--- config.mk ---
export PLATFORM = sky130hd
export DESIGN_NAME = data_memory_block
export DESIGN_NICKNAME = d
export VERILOG_FILES = /design/src/rtl/data_memory_block.sv
export SDC_FILE = /design/constraint.sdc
export NUM_CORES = 2
export LEC_CHECK = 0
export BUFFER_PORTS_ARGS = -buffer_cell sky130_fd_sc_hd__buf_2
export CORE_UTILIZATION = 50
export CTS_CLUSTER_DIAMETER = 120
export DETAILED_ROUTE_END_ITERATION = 10
export PLACE_DENSITY = 0.62
export SYNTH_ARGS = -nofsm -noshare
export SYNTH_HDL_FRONTEND = slang
export SYNTH_SLANG_ARGS = --single-unit
--- constraint.sdc ---
create_clock -name clk -period 3.4 [get_ports clk]
set_clock_uncertainty 0.15 [all_clocks]
set_input_delay 0.68 -clock clk [delete_from_list [all_inputs] [get_ports clk]]
set_output_delay 0.68 -clock clk [all_outputs]
set_load 0.02 [all_outputs]
--- src/rtl/data_memory_block.sv ---
// -----------------------------------------------------------------------------
// data_memory_block
//   Block-granular main data memory sitting directly behind the data cache.
//   Each access takes a fixed ACCESS_CYCLES edges once latched. The cache is
//   stalled through a combinational busywait, so the stall is visible in the
//   same cycle the request first appears.
//
// Ports
//   clk            in   system clock, all state updates on posedge
//   reset          in   synchronous, active-high reset (clears the whole array)
//   mem_read       in   block read request, held until busywait drops
//   mem_write      in   block write request, held until busywait drops
//                       (write wins if both are high)
//   mem_address    in   block address {tag, index}
//   mem_writedata  in   block to write
//   mem_readdata   out  registered read block, changes only on read or reset
//   mem_busywait   out  combinational stall to the cache
// -----------------------------------------------------------------------------
module data_memory_block #(
   parameter int ADDR_WIDTH    = 6,
   parameter int DATA_WIDTH    = 32,
   parameter int ACCESS_CYCLES = 5
) (
   input  logic                  clk,
   input  logic                  reset,
   input  logic                  mem_read,
   input  logic                  mem_write,
   input  logic [ADDR_WIDTH-1:0] mem_address,
   input  logic [DATA_WIDTH-1:0] mem_writedata,
   output logic [DATA_WIDTH-1:0] mem_readdata,
   output logic                  mem_busywait
);

   localparam int DEPTH = 2 ** ADDR_WIDTH;
   // Counter only has to hold ACCESS_CYCLES-1.
   localparam int CNT_W = (ACCESS_CYCLES > 1) ? $clog2(ACCESS_CYCLES) : 1;
   localparam logic [CNT_W-1:0] CNT_INIT = CNT_W'(ACCESS_CYCLES - 1);

   if (ACCESS_CYCLES < 1) begin : g_cfg_check
      $error("data_memory_block: ACCESS_CYCLES must be >= 1");
   end

   typedef enum logic [1:0] {
      S_IDLE,
      S_ACCESS,
      S_DONE
   } state_t;

   state_t                r_state;
   state_t                w_next_state;
   logic [CNT_W-1:0]      r_count;
   logic                  r_op_write;
   logic [ADDR_WIDTH-1:0] r_addr;
   logic [DATA_WIDTH-1:0] r_data;
   logic [DATA_WIDTH-1:0] r_readdata;
   logic [DATA_WIDTH-1:0] r_mem [DEPTH];
   logic                  w_req;
   logic                  w_busywait;

   assign w_req        = mem_read | mem_write;
   assign mem_busywait = w_busywait;
   assign mem_readdata = r_readdata;

   // State register.
   always_ff @(posedge clk) begin
      // NOTE: non-blocking assignments for all clocked state so every register
      // samples pre-edge values regardless of process ordering.
      if (reset) r_state <= S_IDLE;
      else       r_state <= w_next_state;
   end

   // Next-state and stall decode.
   always_comb begin
      // NOTE: defaults first so no path through the case leaves an output
      // unassigned, which would infer a latch.
      w_next_state = r_state;
      w_busywait   = 1'b0;
      case (r_state)
         S_IDLE: begin
            // Stall in the very cycle a request shows up, before it is latched.
            if (w_req) begin
               w_busywait   = 1'b1;
               w_next_state = S_ACCESS;
            end
         end
         S_ACCESS: begin
            w_busywait = 1'b1;
            if (r_count == '0) w_next_state = S_DONE;
         end
         S_DONE:  w_next_state = S_IDLE;
         default: w_next_state = S_IDLE;
      endcase
   end

   // Request latch, latency counter, array and read register.
   always_ff @(posedge clk) begin
      if (reset) begin
         r_count    <= '0;
         r_op_write <= 1'b0;
         r_addr     <= '0;
         r_data     <= '0;
         r_readdata <= '0;
         // NOTE: the array is cleared by reset, so it is built from flops rather
         // than a RAM macro; an in-flight write is dropped by this branch too.
         for (int i = 0; i < DEPTH; i++) r_mem[i] <= '0;
      end else begin
         case (r_state)
            S_IDLE: begin
               if (w_req) begin
                  r_op_write <= mem_write;
                  r_addr     <= mem_address;
                  r_data     <= mem_writedata;
                  r_count    <= CNT_INIT;
               end
            end
            S_ACCESS: begin
               // Inputs are ignored here; the latched op always completes.
               if (r_count != '0)   r_count        <= r_count - 1'b1;
               else if (r_op_write) r_mem[r_addr]  <= r_data;
               else                 r_readdata     <= r_mem[r_addr];
            end
            default: ;
         endcase
      end
   end

endmodule

==> flow_summary.toml <==
[timing]
setup_violations = 1
rsz0062_at_grt = "no"
setup_slack_ns = -0.113
fin_crit_sh_pct = 103
period_minus_slack_ns = 3.51
tightest_slew_ns = 1.10
hold_viol = 0
maxSlewViolCount = 0
slew_headroom_pct = 25.8
fmax_ghz = 0.285

[grt]
met3_usage_pct = 7.15
track_usage_pct = 33.5
grt_pass1_vias = 59249
antenna_found_initial = 21
grt_pass1_wl_microns = 453000
grt_overflow_total = 0
top_usage_layer = "met2"
grtUsageMet2_pct = 52.1
grtUsageMet1_pct = 43.8
grt_max_degree = 141

[layout]
area_growth_pct = 15.4
fill_cells = 14873
nNetsFinal = 7180
final_cells = 9852
drive_gt1_share_pct = 18.6
final_common_cell = "and2_1"
most-common-layout-cells = "and2_1, edfxtp_1, buf_4"

[synthesis]
synth_edf_count = 2048
synth_cell_types = 66
yosysTopAreaCell = "edfxtp_1"
yosys-top-cells-area = "edfxtp_1, and2_1, mux2i_1, mux4_2, a221oi_1"
syn_inst = 6930
yosys.area.top_type_share_pct = 64.3
synth-seq-area-share_pct = 65.9
synth_flop_cell = "edfxtp_1"
synth.avg_cell_area_sq_um = 13.8
synth_nets = 6974
yosysWarnings = 0
synthesis.area_sq_mm = 0.0956
synthArstFlopShare_pct = 0
synth_seq_cells = 2124

[worst_setup_path]
crit_end = "mem_readdata[24]"
criticalPathCategory = "flop to flop"
crit_path_max_fanout = 15
worst-path-buf-inv = 1
startpoint = "r_addr[5]"
r2r_setup_slack_ns = -0.11
r2r_start = "r_addr[5]"
critical-path-top-delay-family = "simple AND/OR/NAND/NOR gates"
crit_path_end_kind = "flop"
r2r_cells = 6
crit_chain = "and3b_1, o21ai_0, nand3_1, nor4bb_1, buf_4, a211oi_1"
worst_ep_arrival_time_ns = 4.15
worstPathRequired_ns = 4.03
path_depth = 6
startpoint_type = "flop"
worst_path_max_delay_cell = "and3b_1"
slowest_delay_ns = 0.94
r2r-end = "mem_readdata[24]"

[clock_tree]
clock_path_buffers = 3
root_buffer = "clkbuf_16"
clk_pin_slew_worst_paths_ns = 0.07
cts_buffers = 219
clk_latency_ns = 0.89
cts_tree = "yes"
h-tree-depth = 4
cts_sinks = 2124

[placement]
hpwl_microns = 205000
port_buffers = 74
placed_cells = 9388
place_congestion = 0.930

[die]
ioPinCount = 75
rows = 160
core_area_sq_mm = 0.190
die_h_microns = 439
die-area_sq_mm = 0.193
initial_utilization_pct = 50.3
die_w_microns = 439

[run]
max_cap_viol_count = 0

[detailed_routing]
drc_errors = 0
first_iter_violations = 8339
ant_nets = 0
vias_per_cell = 6.23
routed_wl_microns = 325000
wl_per_cell_microns = 33.0
drtPass1Iterations = 7
vias = 61401

[power]
p_leak_nw = 40.2
pwr_density_cell_mw_per_mm2 = 556
ir_drop_mv = 0.462
power_w = 0.0613

[min_path]
hp-class = "input pin to flop"

[status]
run_status = "finished, violations left"
violations = "setup timing"
[kinds of logic after synthesis]
kind of cell | count (synthesis) | share of synthesized area [%]
compound gates | 859 | 6.54
simple gates | 2634 | 16.2
buf+inv | 730 | 3.16
fa+ha+maj | 2 | 0.0262
mux | 579 | 8.09
flops | 2124 | 65.9
xor+xnor | 2 | 0.0183
[power breakdown]
part	switching (W)	internal (W)	leakage, nW
clock network	0.0104	0.0133	3.44
registers	0.000944	0.0295	21.8
logic	0.00468	0.00239	14.9
[flip-flops by register name (all words and copies together) (netlist names)]
register / count
r_data: 32
r_op_write: 1
mem_readdata: 32
r_addr: 6
r_state: 2
r_mem: 2048
r_count: 3
[worst min-delay path: stages]
cell and delay, ns:
buf_2 0.09, nand2_1 0.14, a21oi_1 0.09
[Yosys cell counts (8+ instances only)]
cell,instances
mux4_2,151
buf_1,30
dfxtp_1,76
o21ai_0,119
edfxtp_1,2048
buf_4,25
o221ai_1,11
nor2_1,231
a21oi_1,92
or2_2,68
buf_2,139
a221oi_1,296
a221o_1,8
mux2_2,39
nand3_1,50
a211oi_1,16
and2_1,2053
nor2_4,8
clkbuf_1,521
a311oi_1,16
nand4_1,9
mux2i_1,389
nand2_1,161
a22oi_1,122
a31oi_1,22
clkbuf_2,10
o22ai_1,104
[final cells by class]
cell class,instances,area (sq um),share of cell area (%)
sequential,2124,63100,57.2
multi-input combinational,4076,29800,27.0
timing repair buffer,710,7210,6.53
clock buffer,284,5870,5.32
tap,2511,3140,2.85
clock inverter,132,1190,1.08
inverter,5,28.8,0.0261
antenna,10,25.0,0.0227
[routing by layer]
metal / vias to the layer above / wire [microns]
met3: 763 / 33400
li1: 25787 / -
met4: 10 / 21400
met2: 3441 / 149000
met5: - / 69
met1: 31400 / 121000
[through the flow]
step | setup TNS, ns | hold slack, ns | cell area (sq um) | util [%] | worst slack, ns
3_3_place_gp | -0.0275 | 0.335 | 103000 | 54.2 | -0.0275
4_1_cts | 0 | 0.0191 | 110000 | 58.1 | 0.122
6_report | -0.113 | 0.0379 | 110000 | 58.1 | -0.113
2_1_floorplan | 0 | 0.304 | 95600 | - | 0.450
3_5_place_dp | -0.0498 | 0.347 | 103000 | 54.2 | -0.0498
5_1_grt | 0 | 0.0154 | 110000 | 58.1 | 0.0209
[timing repair]
item | in CTS | in global routing
endpoints found under the hold margin | 38 | 0
hold buffers | 38 | 0
setup buffers | 0 | 0
resized for setup | 1 | 0
setup endpoints to repair | 1 | 0
[worst min path at each step]
stage               slack, ns  depth (start not counted)              start    endpoint
floorplan                0.30                          2         r_op_write  r_op_write
global placement         0.33                          2         r_op_write  r_op_write
detailed placement       0.35                          2         r_op_write  r_op_write
CTS                      0.02                          3  mem_writedata[12]  r_data[12]
global route             0.02                          3  mem_writedata[12]  r_data[12]
finish                   0.04                          3  mem_writedata[12]  r_data[12]
Power figures use the tool's default switching activity.
